===== config.mk =====
export PLATFORM = sky130hd
export DESIGN_NAME = dawg_req_arbiter
export DESIGN_NICKNAME = d
export VERILOG_FILES = /design/src/rtl/dawg_req_arbiter_pkg.sv /design/src/rtl/dawg_req_arbiter_rr_pick.sv /design/src/rtl/dawg_req_arbiter.sv
export SDC_FILE = /design/constraint.sdc
export NUM_CORES = 1
export LEC_CHECK = 0
export BUFFER_PORTS_ARGS = -buffer_cell sky130_fd_sc_hd__buf_2
export CORE_AREA = 4 4 197 199
export CTS_CLUSTER_DIAMETER = 60
export CTS_CLUSTER_SIZE = 20
export DETAILED_ROUTE_END_ITERATION = 16
export DIE_AREA = 0 0 201 203
export SLEW_MARGIN = 20
export SYNTH_ARGS = -nofsm -noshare
export SYNTH_HDL_FRONTEND = slang
export SYNTH_SLANG_ARGS = --single-unit

===== constraint.sdc =====
create_clock -name clk -period 3.26 [get_ports clk]
set_clock_uncertainty 0.05 [all_clocks]
set_input_delay 0.489 -clock clk [delete_from_list [all_inputs] [get_ports clk]]
set_output_delay 0.489 -clock clk [all_outputs]
set_load 0.05 [all_outputs]

===== src/rtl/dawg_req_arbiter_pkg.sv =====
// Shared cache types for the DAWG partitioned cache: CPU request/result structs,
// arbiter state encoding and domain helpers. Time-slice mode: DAWG_ARB_TIMESLICE_EN.
package dawg_req_arbiter_pkg;

    localparam int NUM_DOMAINS = 4;
    localparam int ADDR_W      = 32;
    localparam int DATA_W      = 32;

    typedef struct packed {
        logic              valid;
        logic              rw;
        logic              flush;
        logic [1:0]        domain_id;
        logic [ADDR_W-1:0] addr;
        logic [DATA_W-1:0] data;
    } cpu_req_type;

    typedef struct packed {
        logic              ready;
        logic [DATA_W-1:0] data;
    } cpu_result_type;

    typedef enum logic [1:0] {
        IDLE,
        BUSY,
        RESP
    } arb_state_t;

    // OR-encoding is exact for a one-hot input and yields 0 for an all-zero input.
    function automatic logic [1:0] onehot_to_idx(input logic [NUM_DOMAINS-1:0] oh);
        logic [1:0] idx;
        idx = '0;
        for (int i = 0; i < NUM_DOMAINS; i++) begin
            if (oh[i]) begin
                idx = idx | 2'(i);
            end
        end
        return idx;
    endfunction

endpackage


===== src/rtl/dawg_req_arbiter_rr_pick.sv =====
// Combinational round-robin picker: first valid port strictly after last_winner_i,
// wrapping modulo N, returned one-hot with a found flag.
module dawg_rr_pick
    import dawg_req_arbiter_pkg::*;
#(
    parameter int N = 4
) (
    input  logic [N-1:0] valid_i,
    input  logic [1:0]   last_winner_i,
    output logic [N-1:0] winner_o,
    output logic         found_o
);

    // k is the rotation distance from the last winner; the lowest k that hits a valid port wins.
    always_comb begin
        winner_o = '0;
        found_o  = 1'b0;
        for (int k = 1; k <= N; k++) begin
            for (int i = 0; i < N; i++) begin
                if (!found_o && valid_i[i] && (((int'(last_winner_i) + k) % N) == i)) begin
                    winner_o[i] = 1'b1;
                    found_o     = 1'b1;
                end
            end
        end
    end

endmodule


===== src/rtl/dawg_req_arbiter.sv =====
// Arbitrates NUM_REQ domain ports onto the single cache CPU port, stamping domain_id by port.
// Defining DAWG_ARB_TIMESLICE_EN replaces round robin with fixed per-domain slot starts.
module dawg_req_arbiter
    import dawg_req_arbiter_pkg::*;
#(
    parameter int NUM_REQ     = 4,
    parameter int SLOT_CYCLES = 64
) (
    input  logic                 clk,
    input  logic                 rst_n,
    input  cpu_req_type          req_i [NUM_REQ],
    output cpu_result_type       res_o [NUM_REQ],
    output cpu_req_type          cache_req_o,
    input  cpu_result_type       cache_res_i,
    output logic [NUM_REQ-1:0]   grant_o,
    output logic                 overrun_o
);

    if (NUM_REQ < 2 || NUM_REQ > NUM_DOMAINS || SLOT_CYCLES < 2) begin : g_bad_params
        $error("dawg_req_arbiter: NUM_REQ must be 2..4 and SLOT_CYCLES at least 2");
    end

    arb_state_t           stateQ;
    cpu_req_type          cacheReqQ;
    cpu_result_type       resQ [NUM_REQ];
    logic [NUM_REQ-1:0]   grantQ;
    logic [1:0]           lastWinnerQ;

    logic [NUM_REQ-1:0]   validVec;
    logic [NUM_REQ-1:0]   eligibleD;
    logic [NUM_REQ-1:0]   winnerD;
    logic                 foundD;
    logic [1:0]           winIdxD;
    cpu_req_type          pickedReqD;

    always_comb begin
        validVec = '0;
        for (int i = 0; i < NUM_REQ; i++) begin
            validVec[i] = req_i[i].valid;
        end
    end

`ifdef DAWG_ARB_TIMESLICE_EN
    localparam int SLOT_W = $clog2(SLOT_CYCLES);

    logic [SLOT_W-1:0] slotCntQ;
    logic [1:0]        slotOwnerQ;
    logic              overrunQ;

    // Slots rotate regardless of demand so issue timing never depends on other domains.
    always_ff @(posedge clk or negedge rst_n) begin
        if (!rst_n) begin
            slotCntQ   <= '0;
            slotOwnerQ <= '0;
            overrunQ   <= 1'b0;
        end else begin
            if (slotCntQ == SLOT_W'(SLOT_CYCLES - 1)) begin
                slotCntQ   <= '0;
                slotOwnerQ <= (slotOwnerQ == 2'(NUM_REQ - 1)) ? 2'd0 : slotOwnerQ + 2'd1;
            end else begin
                slotCntQ <= slotCntQ + 1'b1;
            end
            if (slotCntQ == '0 && stateQ != IDLE) begin
                overrunQ <= 1'b1;
            end
        end
    end

    always_comb begin
        eligibleD = '0;
        if (slotCntQ == '0) begin
            eligibleD[slotOwnerQ] = validVec[slotOwnerQ];
        end
    end

    assign overrun_o = overrunQ;
`else
    assign eligibleD = validVec;
    assign overrun_o = 1'b0;
`endif

    dawg_rr_pick #(
        .N(NUM_REQ)
    ) u_pick (
        .valid_i       (eligibleD),
        .last_winner_i (lastWinnerQ),
        .winner_o      (winnerD),
        .found_o       (foundD)
    );

    assign winIdxD = onehot_to_idx(NUM_DOMAINS'(winnerD));

    // The requester's own domain_id is never trusted; the port number is the domain.
    always_comb begin
        pickedReqD           = req_i[winIdxD];
        pickedReqD.valid     = 1'b1;
        pickedReqD.domain_id = winIdxD;
    end

    always_ff @(posedge clk or negedge rst_n) begin
        if (!rst_n) begin
            stateQ      <= IDLE;
            cacheReqQ   <= '0;
            grantQ      <= '0;
            lastWinnerQ <= 2'(NUM_REQ - 1);
            for (int i = 0; i < NUM_REQ; i++) begin
                resQ[i] <= '0;
            end
        end else begin
            case (stateQ)
                IDLE: begin
                    if (foundD) begin
                        cacheReqQ   <= pickedReqD;
                        grantQ      <= winnerD;
                        lastWinnerQ <= winIdxD;
                        stateQ      <= BUSY;
                    end
                end
                BUSY: begin
                    if (cache_res_i.ready) begin
                        resQ[lastWinnerQ].ready <= 1'b1;
                        resQ[lastWinnerQ].data  <= cache_res_i.data;
                        cacheReqQ.valid         <= 1'b0;
                        stateQ                  <= RESP;
                    end
                end
                RESP: begin
                    resQ[lastWinnerQ].ready <= 1'b0;
                    grantQ                  <= '0;
                    stateQ                  <= IDLE;
                end
                default: begin
                    stateQ <= IDLE;
                end
            endcase
        end
    end

    assign cache_req_o = cacheReqQ;
    assign grant_o     = grantQ;
    assign res_o       = resQ;

endmodule

==> results.tsv <==
stage	metric	value	unit
routing	routed wire length	38960	um
routing	average wire per standard cell	20.88	um
timing	endpoints failing setup	0	
critical_path	CP max-delay cell	dfstp_2	
floorplanning	num ports	517	
synth	Syn Area/Cell	11.27	sq um
floorplanning	die width	201	um
layout	most frequent cells in the layout	506 x buf_2, 207 x dfrtp_1, 118 x mux2_2	
clock_network	TritonCTS Buffers	21	
floorplanning	die height	203	um
synth	Yosys cell types	40	
synth	Post-synth EDFFs	0	
worst_hold_path	Hold Crit Start	cache_res_i[17]	
timing	crit share post-route	0.7342	
flow_run	max-cap violations	0	
synth	Ys Warns	0	
power	peak supply drop	0.6936	mV
synth	Synth Flop Type	dfrtp_1	
timing	Tmin final	2.393	ns
clock_network	clock root cell	clkbuf_16	
critical_path	crit path kind	flip-flop to flip-flop	
timing	Final Hold Fails	0	
worst_hold_path	Hold EP	res_o[83]$_DFFE_PN0P_	
synth	sequential share of the synthesized area	0.5153	
layout	Layout Utilization	0.3756	
critical_path	CP Max Fanout	59	
floorplanning	core area	37220	sq um
layout	fin nets	1681	
timing	slew margin rel.	0.3912	
power	Int Pwr	7896	uW
power	Sequential Power Share	0.274	
routing	DRC viols	0	
floorplanning	die area	40800	sq um
clock_network	CTS sink count	209	
timing	max-slew violation count	0	
layout	most common cell after layout, fill and taps aside	buf_2	
critical_path	worst endpoint required time	3.64	ns
timing	Worst Slack Setup Final	0.8665	ns
grt	initial antenna violation count	11	
clock_network	Post-CTS Setup Repair Bufs	0	
power	Switch Pwr	9199	uW
power	Leakage	0.006497	uW
synth	Synth Register Bits	209	
power	Cell Pwr Density	1223	nW/um^2
grt	first-pass GRT wire length	59200	um
floorplanning	row count	71	
timing	Tightest Pin Transition	0.9063	ns
critical_path	FF-to-FF path depth	7	
clock_network	clk_lat worst skew	0.52	ns
synth	Mapped Area	10150	sq um
worst_hold_path	hold path cells	2	
placement	DPL Wire Length	28350	um
worst_hold_path	Hold Crit Class	input pin to flip-flop	
clock_network	H-tree Lvls	1	
grt	gr ovfl total	0	
layout	area delta synth->final	37.68	%
routing	antenna viol nets, final	0	
critical_path	cell mode on critical path	buf_12	
grt	vias in the first global route	9812	
grt	aggregate global-route resource usage	0.1808	
critical_path	Crit. End Element	flip-flop	
critical_path	R2R Path Start	lastWinnerQ[1]$_DFFE_PN1P_	
clock_network	clock tree buffer depth	3	
floorplanning	Starting Density	0.2728	
synth	Mapped Cells	901	
power	Combinational Power Share	0.580	
layout	layout cells sized above 1	0.5065	
placement	port buffer count	507	
timing	Hold Slack	0.1770	ns
power	switching share of power	0.5381	
critical_path	Setup crit start	lastWinnerQ[1]$_DFFE_PN1P_	
critical_path	Critical Path, Cell by Cell	mux2i_1 -> o22ai_4 -> nor2_4 -> buf_12 -> buf_12 -> o22ai_1 -> o211ai_1	
placement	pre-CTS setup slack	0.6886	ns
status	status	complete, no violations	
critical_path	largest stage delay on the critical path	0.71	ns
routing	routed vias	9484	
synth	Syn Nets	1212	
clock_network	TritonCTS clock tree	yes	
power	clock group share of total power	0.146	
timing	setup TNS	0	ns
routing	DRT iter0 DRCs	401	
critical_path	FF-to-FF setup slack	0.87	ns
placement	GPL Wtd Cong	0.8771	
timing	RSZ-0062 raised after global routing	false	
synth	Async SR Flop Fraction	1.000	
routing	Vias/cell	5.083	
critical_path	critical path data arrival time	2.77	ns
clock_network	clk slew on worst S/H paths	0.08	ns
critical_path	FF-to-FF End	cache_req_o[50]$_DFFE_PN0P_	
grt	largest net degree at the start of global routing	85	
timing	fmax	0.4178	GHz
critical_path	Critical Path Start Type	flip-flop	
routing	total iterations of the first detailed-routing run	5	
[worst max-delay path: cells and delay by family (launching register included)]
kind / cells / cell delay [ns]
flip-flops: 1 / 0.71
AO/OA/AOI/OAI: 3 / 0.50
multiplexers: 1 / 0.33
buffers and inverters: 2 / 0.52
AND/OR/NAND/NOR: 1 / 0.15
[area by class of cell]
class / count / area, sq um
fill: 3703 / 23240
sequential: 209 / 5233
multi-input combinational: 602 / 4536
timing repair buffer: 531 / 2868
tap: 474 / 593.1
clock buffer: 21 / 525.5
clock inverter: 16 / 187.7
antenna: 8 / 20.02
inverter: 5 / 18.77
[metal layers]
metal,up-vias,global-route usage,wire [um]
met3,55,0.05878,3476
li1,4355,-,-
met2,423,0.2963,18580
met5,-,0,34
met1,4645,0.2215,15680
met4,6,0.07252,1182
[flip-flops by register name, summed over array words and instances (netlist names)]
register and flops:
grant_o 4, lastWinnerQ 2, res_o 132, stateQ 2, cache_req_o 69
[worst max path at each step]
stage	endpoint	slack, ns	depth (start not counted)
6_report	cache_req_o[50]$_DFFE_PN0P_	0.87	7
5_1_grt	cache_req_o[38]$_DFFE_PN0P_	0.71	7
4_1_cts	cache_req_o[50]$_DFFE_PN0P_	0.83	7
3_5_place_dp	cache_req_o[32]$_DFFE_PN0P_	0.69	7
3_3_place_gp	cache_req_o[32]$_DFFE_PN0P_	0.73	7
2_1_floorplan	res_o[34]$_DFFE_PN0P_	1.30	6
[power by group through the flow]
stage / sequential, uW / combinational, uW / clock (uW)
after floorplan: 9030 / 2890 / 0
after global placement: 4620 / 9910 / 0
after detailed placement: 4710 / 9990 / 0
after CTS: 4690 / 10000 / 2580
after global routing: 4870 / 10500 / 2690
final: 4690 / 9910 / 2500
[cell usage after synthesis, types with 3 or more instances]
cell / n / area share
a21o_1: 3 / 0.0022
a21oi_1: 9 / 0.0044
buf_2: 45 / 0.022
buf_4: 13 / 0.0096
clkbuf_1: 26 / 0.0096
dfrtp_1: 207 / 0.51
inv_1: 5 / 0.0018
mux2_1: 10 / 0.011
mux2_2: 118 / 0.13
nand2_1: 74 / 0.027
nand2b_1: 72 / 0.044
nor2_1: 12 / 0.0044
o2111ai_1: 65 / 0.056
o211ai_1: 65 / 0.048
o21ai_0: 17 / 0.0084
o22ai_1: 66 / 0.041
or3_1: 66 / 0.041
[logic make-up (layout without fill, tap and decap cells)]
family          count (synthesis)  in the layout  share of synthesized area
flops                         209            209                     0.5153
other cells                     1              9                  0.0003693
compound gates                240            240                     0.1727
simple gates                  232            232                     0.1249
buf+inv                        90            573                    0.04374
mux                           129            129                     0.1429
[repair_timing]
action / CTS / global route
hold endpoints to repair: 79 / 0
gates resized for setup: 0 / 0
hold buffers: 1 / 0
setup endpoints to repair: 0 / 0
[metrics by stage]
stage / cells / instance area (sq um) / total power [uW]
floorplan: 901 / 10150 / 11920
global placement: 1820 / 13240 / 14520
detailed placement: 1820 / 13240 / 14690
CTS: 1858 / 13960 / 17280
global route: 1866 / 13980 / 18040
finish: 1866 / 13980 / 17100
Power figures use the tool's default switching activity.
